**src/rtl/pipe_share_arbiter_pkg.sv**
```systemverilog
// Shared types and helpers for the pipe_share arbiter slice.
package pipe_share_pkg;

  localparam int unsigned MAX_NUM_REQ = 8;
  localparam int unsigned IDX_W       = $clog2(MAX_NUM_REQ);

  // One entry of the tag delay line: which requester owns the op in that slot.
  typedef struct packed {
    logic             valid;
    logic [IDX_W-1:0] idx;
  } tag_t;

  // Round-robin pick: first eligible index at or above ptr, wrapping at num_req.
  function automatic logic [MAX_NUM_REQ-1:0] rr_onehot(
    input logic [MAX_NUM_REQ-1:0] eligible,
    input logic [IDX_W-1:0]       ptr,
    input int unsigned            num_req
  );
    logic [MAX_NUM_REQ-1:0] sel;
    logic                   found;
    int unsigned            pos;
    sel   = '0;
    found = 1'b0;
    for (int unsigned k = 0; k < MAX_NUM_REQ; k++) begin
      pos = (32'(ptr) + k) % num_req;
      if ((k < num_req) && !found && eligible[pos[IDX_W-1:0]]) begin
        sel[pos[IDX_W-1:0]] = 1'b1;
        found               = 1'b1;
      end
    end
    return sel;
  endfunction

endpackage

```
**src/rtl/pipe_share_arbiter_if.sv**
```systemverilog
// Requester, datapath and credit signals of the shared-pipe arbiter.
// slave = arbiter side, master = environment (requesters + datapath).
interface pipe_share_arbiter_if #(
  parameter int unsigned NUM_REQ = 4,
  parameter int unsigned WIDTH   = 16
);

  logic [NUM_REQ-1:0]            i_req_valid;
  logic [NUM_REQ-1:0][WIDTH-1:0] i_req_data;
  logic [NUM_REQ-1:0]            o_req_ready;
  logic                          o_dp_valid;
  logic [WIDTH-1:0]              o_dp_data;
  logic [WIDTH-1:0]              i_dp_result;
  logic [NUM_REQ-1:0]            o_rsp_valid;
  logic [WIDTH-1:0]              o_rsp_data;
  logic [NUM_REQ-1:0]            i_credit_return;
  logic                          o_credit_err;

  modport slave (
    input  i_req_valid, i_req_data, i_dp_result, i_credit_return,
    output o_req_ready, o_dp_valid, o_dp_data, o_rsp_valid, o_rsp_data, o_credit_err
  );

  modport master (
    output i_req_valid, i_req_data, i_dp_result, i_credit_return,
    input  o_req_ready, o_dp_valid, o_dp_data, o_rsp_valid, o_rsp_data, o_credit_err
  );

endinterface

```
**src/rtl/pipe_share_arbiter_tag_line.sv**
```systemverilog
// Tag delay line matching the datapath latency; reset drops every in-flight tag.
module pipe_share_tag_line
  import pipe_share_pkg::*;
#(
  parameter int unsigned LATENCY = 4
) (
  input  logic i_clk,
  input  logic i_rst,
  input  tag_t i_tag,
  output tag_t o_tag
);

  tag_t r_stage [LATENCY];

  // Shift tags one stage per cycle; only the valid bits need clearing on reset.
  always_ff @(posedge i_clk) begin
    if (i_rst) begin
      for (int s = 0; s < LATENCY; s++) begin
        r_stage[s].valid <= 1'b0;
      end
    end else begin
      r_stage[0] <= i_tag;
      for (int s = 1; s < LATENCY; s++) begin
        r_stage[s] <= r_stage[s-1];
      end
    end
  end

  assign o_tag = r_stage[LATENCY-1];

endmodule

```
**src/rtl/pipe_share_arbiter.sv**
```systemverilog
// Round-robin arbiter sharing one fixed-latency pipelined datapath, with
// per-requester credits and tag-based response routing.
module pipe_share_arbiter
  import pipe_share_pkg::*;
#(
  parameter int unsigned NUM_REQ = 4,
  parameter int unsigned WIDTH   = 16,
  parameter int unsigned LATENCY = 4,
  parameter int unsigned CREDITS = 4
) (
  input logic                 i_clk,
  input logic                 i_rst,
  pipe_share_arbiter_if.slave bus
);

  localparam int unsigned      CNT_W      = $clog2(CREDITS + 1);
  localparam logic [CNT_W-1:0] CREDIT_MAX = CNT_W'(CREDITS);

  logic [IDX_W-1:0]       r_ptr;
  logic [CNT_W-1:0]       r_credit [NUM_REQ];
  logic                   r_credit_err;
  logic                   r_dp_valid;
  logic [WIDTH-1:0]       r_dp_data;
  logic [IDX_W-1:0]       r_dp_idx;
  logic [NUM_REQ-1:0]     r_rsp_valid;
  logic [WIDTH-1:0]       r_rsp_data;

  logic [NUM_REQ-1:0]     w_eligible;
  logic [MAX_NUM_REQ-1:0] w_elig_ext;
  logic [MAX_NUM_REQ-1:0] w_sel;
  logic                   w_unused_sel;
  logic [NUM_REQ-1:0]     w_grant;
  logic                   w_grant_any;
  logic [IDX_W-1:0]       w_grant_idx;
  logic [WIDTH-1:0]       w_grant_data;
  logic [IDX_W-1:0]       w_ptr_next;
  tag_t                   w_tag_in;
  tag_t                   w_tag_out;

  // Eligibility uses registered credits; nothing is granted while in reset.
  always_comb begin
    w_eligible = '0;
    for (int i = 0; i < NUM_REQ; i++) begin
      w_eligible[i] = bus.i_req_valid[i] && (r_credit[i] != '0) && !i_rst;
    end
    w_elig_ext                = '0;
    w_elig_ext[NUM_REQ-1:0]   = w_eligible;
    w_sel                     = rr_onehot(w_elig_ext, r_ptr, NUM_REQ);
    w_grant                   = w_sel[NUM_REQ-1:0];
    w_grant_any               = |w_grant;
  end

  assign w_unused_sel = ^w_sel;

  // Encode the one-hot grant and mux the winning operand.
  always_comb begin
    w_grant_idx  = '0;
    w_grant_data = '0;
    for (int i = 0; i < NUM_REQ; i++) begin
      if (w_grant[i]) begin
        w_grant_idx  = IDX_W'(i);
        w_grant_data = bus.i_req_data[i];
      end
    end
    w_ptr_next = (32'(w_grant_idx) == NUM_REQ - 1) ? '0 : w_grant_idx + 1'b1;
  end

  // Credit counters: grant and return together cancel; overflowing return flags an error.
  always_ff @(posedge i_clk) begin
    if (i_rst) begin
      for (int i = 0; i < NUM_REQ; i++) begin
        r_credit[i] <= CREDIT_MAX;
      end
      r_credit_err <= 1'b0;
    end else begin
      for (int i = 0; i < NUM_REQ; i++) begin
        case ({w_grant[i], bus.i_credit_return[i]})
          2'b01: begin
            if (r_credit[i] == CREDIT_MAX) begin
              r_credit_err <= 1'b1;
            end else begin
              r_credit[i] <= r_credit[i] + 1'b1;
            end
          end
          2'b10:   r_credit[i] <= r_credit[i] - 1'b1;
          default: r_credit[i] <= r_credit[i];
        endcase
      end
    end
  end

  // Issue register and round-robin pointer; operand holds when idle.
  always_ff @(posedge i_clk) begin
    if (i_rst) begin
      r_ptr      <= '0;
      r_dp_valid <= 1'b0;
      r_dp_data  <= '0;
      r_dp_idx   <= '0;
    end else begin
      r_dp_valid <= w_grant_any;
      if (w_grant_any) begin
        r_ptr     <= w_ptr_next;
        r_dp_data <= w_grant_data;
        r_dp_idx  <= w_grant_idx;
      end
    end
  end

  // The issue register already accounts for the first cycle, so the tag line
  // adds exactly LATENCY more to line up with i_dp_result.
  assign w_tag_in.valid = r_dp_valid;
  assign w_tag_in.idx   = r_dp_idx;

  pipe_share_tag_line #(
    .LATENCY (LATENCY)
  ) u_tag_line (
    .i_clk (i_clk),
    .i_rst (i_rst),
    .i_tag (w_tag_in),
    .o_tag (w_tag_out)
  );

  // Route the datapath result to the originator of the exiting tag.
  always_ff @(posedge i_clk) begin
    if (i_rst) begin
      r_rsp_valid <= '0;
      r_rsp_data  <= '0;
    end else begin
      for (int i = 0; i < NUM_REQ; i++) begin
        r_rsp_valid[i] <= w_tag_out.valid && (w_tag_out.idx == IDX_W'(i));
      end
      if (w_tag_out.valid) begin
        r_rsp_data <= bus.i_dp_result;
      end
    end
  end

  assign bus.o_req_ready  = w_grant;
  assign bus.o_dp_valid   = r_dp_valid;
  assign bus.o_dp_data    = r_dp_data;
  assign bus.o_rsp_valid  = r_rsp_valid;
  assign bus.o_rsp_data   = r_rsp_data;
  assign bus.o_credit_err = r_credit_err;

endmodule

```
**src/flat_wrapper.sv**
```systemverilog
// flat-port wrapper written by rule: the top's interface ports become plain ports
module pipe_share_arbiter_flat import pipe_share_pkg::*;
#(
  parameter int unsigned NUM_REQ = 4,
  parameter int unsigned WIDTH   = 16,
  parameter int unsigned LATENCY = 4,
  parameter int unsigned CREDITS = 4
)
  (i_clk, i_rst, bus_i_req_valid, bus_i_req_data, bus_i_dp_result, bus_i_credit_return, bus_o_req_ready, bus_o_dp_valid, bus_o_dp_data, bus_o_rsp_valid, bus_o_rsp_data, bus_o_credit_err);
  pipe_share_arbiter_if #(.NUM_REQ(NUM_REQ), .WIDTH(WIDTH)) bus_i ();
  input logic i_clk;
  input logic i_rst;
  input wire logic [$bits(bus_i.i_req_valid)-1:0] bus_i_req_valid;
  input wire logic [$bits(bus_i.i_req_data)-1:0] bus_i_req_data;
  input wire logic [$bits(bus_i.i_dp_result)-1:0] bus_i_dp_result;
  input wire logic [$bits(bus_i.i_credit_return)-1:0] bus_i_credit_return;
  output wire logic [$bits(bus_i.o_req_ready)-1:0] bus_o_req_ready;
  output wire logic [$bits(bus_i.o_dp_valid)-1:0] bus_o_dp_valid;
  output wire logic [$bits(bus_i.o_dp_data)-1:0] bus_o_dp_data;
  output wire logic [$bits(bus_i.o_rsp_valid)-1:0] bus_o_rsp_valid;
  output wire logic [$bits(bus_i.o_rsp_data)-1:0] bus_o_rsp_data;
  output wire logic [$bits(bus_i.o_credit_err)-1:0] bus_o_credit_err;
  assign bus_i.i_req_valid = bus_i_req_valid;
  assign bus_i.i_req_data = bus_i_req_data;
  assign bus_i.i_dp_result = bus_i_dp_result;
  assign bus_i.i_credit_return = bus_i_credit_return;
  assign bus_o_req_ready = bus_i.o_req_ready;
  assign bus_o_dp_valid = bus_i.o_dp_valid;
  assign bus_o_dp_data = bus_i.o_dp_data;
  assign bus_o_rsp_valid = bus_i.o_rsp_valid;
  assign bus_o_rsp_data = bus_i.o_rsp_data;
  assign bus_o_credit_err = bus_i.o_credit_err;
  pipe_share_arbiter #(.NUM_REQ(NUM_REQ), .WIDTH(WIDTH), .LATENCY(LATENCY), .CREDITS(CREDITS)) u_core (.i_clk(i_clk), .i_rst(i_rst), .bus(bus_i));
endmodule
```
**config.mk**
```make
export PLATFORM = sky130hd
export DESIGN_NAME = pipe_share_arbiter_flat
export DESIGN_NICKNAME = d
export VERILOG_FILES = /design/src/rtl/pipe_share_arbiter_pkg.sv /design/src/rtl/pipe_share_arbiter_if.sv /design/src/rtl/pipe_share_arbiter_tag_line.sv /design/src/rtl/pipe_share_arbiter.sv /design/src/flat_wrapper.sv
export SDC_FILE = /design/constraint.sdc
export NUM_CORES = 1
export LEC_CHECK = 0
export BUFFER_PORTS_ARGS = -buffer_cell sky130_fd_sc_hd__buf_2
export CAP_MARGIN = 20
export CORE_UTILIZATION = 40
export CTS_CLUSTER_DIAMETER = 100
export DETAILED_ROUTE_END_ITERATION = 8
export GPL_TIMING_DRIVEN = 0
export PLACE_DENSITY = 0.7
export REMOVE_ABC_BUFFERS = 1
export SLEW_MARGIN = 5
export SYNTH_ARGS = -nofsm -noshare
export SYNTH_HDL_FRONTEND = slang
export SYNTH_HIERARCHICAL = 1
export SYNTH_SLANG_ARGS = --single-unit
```
**constraint.sdc**
```tcl
create_clock -name i_clk -period 5.1 [get_ports i_clk]
set_input_delay 0 -clock i_clk [delete_from_list [all_inputs] [get_ports i_clk]]
set_output_delay 0 -clock i_clk [all_outputs]
set_load 0.1 [all_outputs]
```
# Word level (Yosys, flattened, before mapping)
# Memory sizes are Yosys's and may differ from the RTL's.
# Cells that the tools add are included.
op_classes:
  eq_ne: 16
  bitwise: 19
  add_sub_neg: 12
  order_cmp: 8
  reduce_logical: 33
  mux: 98
ops:
  columns: ["op", "count"]
  rows:
  - ["$mux W1", 67]
  - ["$mux W16", 4]
  - ["$mux W3", 12]
  - ["$logic_and A1 B1 Y1", 19]
  - ["$lt A2 B4 Y1 const B", 4]
  - ["$mux W4", 4]
  - ["$or A1 B1 Y1", 16]
  - ["$add A3 B1 Y3 const B", 4]
  - ["$eq A3 B3 Y1 const B", 4]
  - ["$or A4 B4 Y4", 3]
  - ["$reduce_bool A3 Y1", 4]
  - ["$sub A3 B1 Y3 const B", 4]
  - ["$eq A2 B2 Y1 const B", 5]
  - ["$bmux W1 S2", 4]
  - ["$demux W1 S2", 4]
  - ["$eq A2 B1 Y1 const B", 4]
  - ["$ge A2 B1 Y1 const B", 4]
  - ["$reduce_or A2 Y1", 4]
  - ["$eq A3 B2 Y1 const B", 2]
  - ["$mux W2", 3]
  - ["$add A2 B1 Y2 const B", 2]
  - ["$add A2 B2 Y2 const B", 2]
  - ["$logic_not A1 Y1", 4]
  - ["$reduce_or A4 Y1", 1]
  - ["2 further kinds", 2]
totals:
  elab_cells: 195
  input_bits: 90
  reg_bits: 43
  mem_count: 2
  ramBits: 28
  out_inout_bits: 42
mem_list:
  columns: ["name", "words", "word_bits", "rd", "rd_clocked_by_memory_dff", "write_ports", "line", "source"]
  rows:
  - ["u_core.u_tag_line.r_stage", 4, 4, 4, 0, 4, "pipe_share_arbiter_tag_line.sv:13", "tag_t r_stage [LATENCY];"]
  - ["u_core.r_credit", 4, 3, 4, 0, 4, "pipe_share_arbiter.sv:20", "logic [CNT_W-1:0] r_credit [NUM_REQ];"]

# Longest topological paths before layout
# An unclocked memory read counts as a cell.
logic_depth:
  depth_word: 24
  ltp_mapped: 16
  mapped_depth_nobuf: 14

# Modules after synthesis
# The synthesis kept the hierarchy.
modules_own_cells:
  columns: ["module", "cells_each", "n_inst", "seq_area_each_um2", "area_each_um2"]
  rows:
  - ["pipe_share_arbiter", 361, 1, 1201.2, 3468.3]
  - ["pipe_share_tag_line", 21, 1, 440.4, 469.2]

# Worst setup path before layout
# No wires, ideal clock.
synth_path:
  path_type: "reg2reg"
  start: "register u_core.r_ptr[0]"
  end: "memory u_core/r_credit[2][2] (netlist name) (data pin)"
  stages_incl_launch_ff: 17
  arrival_ps: 4170
  path_buffers: 2
  path_slack_ps: 666
  setup_ps: 264
  required_ps: 4836
  synth_period_minus_slack_ps: 4434
  cell_sequence: "dfxtp_1 -> clkbuf_1 -> inv_1 -> ha_1 -> or3b_2 -> o32ai_1 -> o2111ai_1 -> a21boi_0 -> a2111oi_4 -> inv_2 -> buf_2 -> ha_1 -> nand2b_1 -> fa_1 -> xnor2_1 -> nor2_1 -> nand3b_1"
synth_rtl:
  columns: ["element", "line", "source"]
  rows:
  - ["start, declared", "pipe_share_arbiter.sv:19", "logic [IDX_W-1:0] r_ptr;"]
  - ["start signal, assigned", "pipe_share_arbiter.sv:102", "r_ptr <= w_ptr_next;"]
  - ["end, declared", "pipe_share_arbiter.sv:20", null]

# Worst setup path after layout
layout_path:
  start: "register u_core.r_ptr[1]"
  end: "register u_core.r_dp_data[13], in the netlist u_core/bus.o_dp_data[13]"
layout_between:
  elab_chain_len: 16
  elab_cells_between_ends: 52
  cone_classes: "3 x add/sub; 8 x order compare; 27 x mux; 3 x bitwise; 11 x reduce/logical"
layout_lines:
  columns: ["element", "line", "source"]
  rows:
  - ["parallel branches: the longest is 11 deep, another holds $lt A2 B4 Y1", null, null]
  - ["$mux W4 *", "pipe_share_arbiter_pkg.sv:26", "if ((k < num_req) && !found && eligible[pos[IDX_W-1:0]]) begin"]
  - ["$mux W16 (4 in series)", "pipe_share_arbiter.sv:60", "if (w_grant[i]) begin"]
  - ["end signal, assigned", "pipe_share_arbiter.sv:103", "r_dp_data <= w_grant_data;"]
  - ["end, declared", "pipe_share_arbiter.sv:23", "logic [WIDTH-1:0] r_dp_data;"]
# Every way passes the cells marked *. The select of a mux whose other input is x is not followed.
# A chain may end at the register's enable or synchronous reset.

==> impl_results.md <==
- RSZ-0062 raised after global routing: yes
- Final Hold Fails: 0
- Slew @ Worst Pin: 0.960 ns
- H-tree levels: 3
- Startpoint types: register
- DRT Pass-1 Iters: 5
- Hold/Removal Path Class: input pin to register
- Share of cells above drive strength 1: 34.0%
- FMAX: 0.208 GHz
- Finish-stage setup viols: 0
- Largest net degree at the start of global routing: 51
- CP delay by family, top: buffers and inverters
- Initial Util: 42.0%
- Clock Path Buffers: 2
- Final core occ: 57.4%
- Slowest cell on the critical path: dlygate4sd3_1
- Commonest non-fill, non-tap cell in the layout: buf_2
- Die H: 101 um
- WP buf/inv: 5
- WHS: 0.0959 ns
- Crit path time final: 4.80 ns
- Yosys cell types: 63
- Post-DP HPWL: 6570 um
- Remaining Overflow, GRT: 0
- Inserted Clock Buffers: 9
- Via density: 5.16
- Arrival time at the worst endpoint: 5.03 ns
- Synthesis-stage register bit count: 70
- Footprint of the multi-input gates: 0.00208 mm2
- Slew headroom: 35.9%
- Row cnt: 35
- Area grow syn2layout: 36.7%
- Sinks on Clock Net: 70
- Die width: 101 um
- CTS tree: done
- Pleak: 0.00239 uW
- EDFF count, synth: 24
- Antenna violations before repair: 0
- Clock root buffer: clkbuf_8
- Fillers: 833
- Register area: 0.00164 mm2
- Final wirelength: 9820 um
- Die ar.: 0.0102 mm2
- Mapped cell area: 0.00394 mm2
- Setup WS post-layout: 0.299 ns
- Pins Over Slew Limit: 0
- Drt first-iter violations: 232
- Placed cell count: 626
- Worst slack, placed: 0.615 ns
- Syn_area_per_cell: 10.3 um2
- Kind of critical path: register to register
- I/O Buffers: 131
- Via count: 3551
- Vias in the first global route: 3375
- Total I/O pin count: 132
- FFs w/ async S/R, synth: 0%
- Setup crit end kind: register
- ANT nets after route: 0
- Final Wtd Congestion: 0.836
- Core area: 0.00937 mm2
- Worst-Skew Late Latency: 0.34 ns
- Drt wl/cell: 14.3 um
- Most common flop cell mapped by yosys: dfxtp_1
- Commonest non-fill, non-tap cells in the layout: buf_2 (131), dlygate4sd3_1 (45), dfxtp_1 (45), nor2_1 (43), inv_1 (34)
- First-pass GRT wire length: 15300 um
- Net count, final: 664
- Final Non-Filler Cells: 688
- Count of warnings emitted by yosys: 6
- GRT Util Overall: 19.3%
- Max incr delay on CP: 0.58 ns
- Post-Synthesis Cells: 382
- DRC Markers: 0
- Antenna cells: 0
- # Max-Cap Violations: 0
- Power density cells: 614 mW/mm2
- Final Skew: 0.0106 ns
- Fin crit share: 94.1%
- Peak supply drop: 0.449 mV
- Crit-path max FO: 22
- Setup TNS: 0 ns
- WP data required: 5.32 ns
- Critical-path cell list: inv_1 -> ha_1 -> or3b_2 -> o32ai_1 -> o21a_1 -> nor4b_1 -> a2111oi_4 -> buf_6 -> clkinv_2 -> nor4_4 -> inv_2 -> nor2_1 -> a311oi_1 -> dlygate4sd3_1
- Sequential area share after synthesis: 41.7%
- Status: completed
- CTS clock-pin slew for the worst setup and hold paths: 0.08 ns
synth_stat cells, types with 3 or more instances:
cell	n	area (um2)
nor2b_1	12	75.1
fa_1	3	60.1
nand3b_1	4	30.0
a221oi_2	6	90.1
nand2_1	16	60.1
nand2b_1	7	43.8
mux2i_1	17	170
clkbuf_1	9	33.8
nand3_1	12	60.1
o32ai_2	11	179
a311oi_2	3	45.0
a221oi_1	9	78.8
nor3_1	8	40.0
a21boi_0	3	22.5
a21o_1	11	82.6
buf_2	6	30.0
nor2_1	43	161
xnor2_1	3	26.3
o21bai_1	4	30.0
ha_1	17	213
a31oi_1	4	25.0
a222oi_1	3	30.0
inv_1	34	128
edfxtp_1	24	721
and2_1	5	31.3
a21oi_1	9	45.0
dfxtp_1	46	921
inv_2	5	18.8
or3_1	3	18.8
state kept, by name, summed over array words and instances (netlist names):
name,flops
u_core/r_ptr,2
u_core/u_tag_line/r_stage,16
u_core/bus.o_credit_err,1
u_core/bus.o_dp_valid,1
u_core/bus.o_rsp_data,16
u_core/r_dp_idx,2
u_core/r_credit,12
u_core/bus.o_rsp_valid,4
u_core/bus.o_dp_data,16
where the power goes:
group / leakage (uW) / internal, uW / total, uW / switching (uW)
Combinational: 0.00168 / 708 / 2060 / 1350
Sequential: 0.000613 / 732 / 817 / 85.0
Clock: 0.000102 / 221 / 431 / 210
worst reg2reg max path: cells and delay by family, from the launching register on:
family,cells,cell delay [ns]
simple gates,4,1.15
buf+inv,5,1.63
compound gates,4,0.99
fa+ha+maj,1,0.41
flops,1,0.52
layer usage:
metal | track usage [%] | part of all wire [%] | vias up
met4 | 7.69 | 2.4 | 0
met3 | 3.93 | 5.6 | 21
met1 | 22.5 | 41 | 1653
met2 | 34.6 | 51 | 138
li1 | - | - | 1739
met5 | 0 | 0 | -
worst paths after layout:
check        slack [ns]                       startpoint  cells past startpoint                               to
max                0.30                  u_core/r_ptr[1]                     14         u_core/bus.o_dp_data[13]
min                 0.1                            i_rst                      2        u_core/bus.o_rsp_data[10]
max reg2reg        0.30                  u_core/r_ptr[1]                     14         u_core/bus.o_dp_data[13]
min reg2reg        0.42  u_core/u_tag_line/r_stage[0][1]                      0  u_core/u_tag_line/r_stage[1][1]
stage by stage:
step	power, uW	cell area [um2]
finish	3300	5380
global route	3500	5380
CTS	3300	5370
detailed placement	2690	4720
global placement	2630	4660
floorplan	2320	3840
repair_timing:
action                                  4_1_cts  5_1_grt
resized for setup                             0        3
endpoints found under the hold margin        32        0
setup buffers                                 0        1
endpoints found under the setup margin        0       13
hold buffers                                 45        0
layout make-up:
cell class | instances | share of cell area, %
tap | 129 | 3.00
clock inverter | 4 | 0.535
inverter | 39 | 2.74
multi-input combinational | 254 | 38.6
clock buffer | 12 | 3.09
timing repair buffer | 180 | 21.5
sequential | 70 | 30.5
cells by family after synthesis:
kind of cell    after synthesis  share of synthesized area, %
buf+inv                      58                          6.10
xor+xnor                      3                         0.667
other cells                   1                        0.0952
mux                          19                          5.47
simple gates                127                          17.3
flops                        70                          41.7
fa+ha+maj                    20                          6.93
compound gates               84                          21.7
No activity file was read; power rests on OpenSTA's default activity.
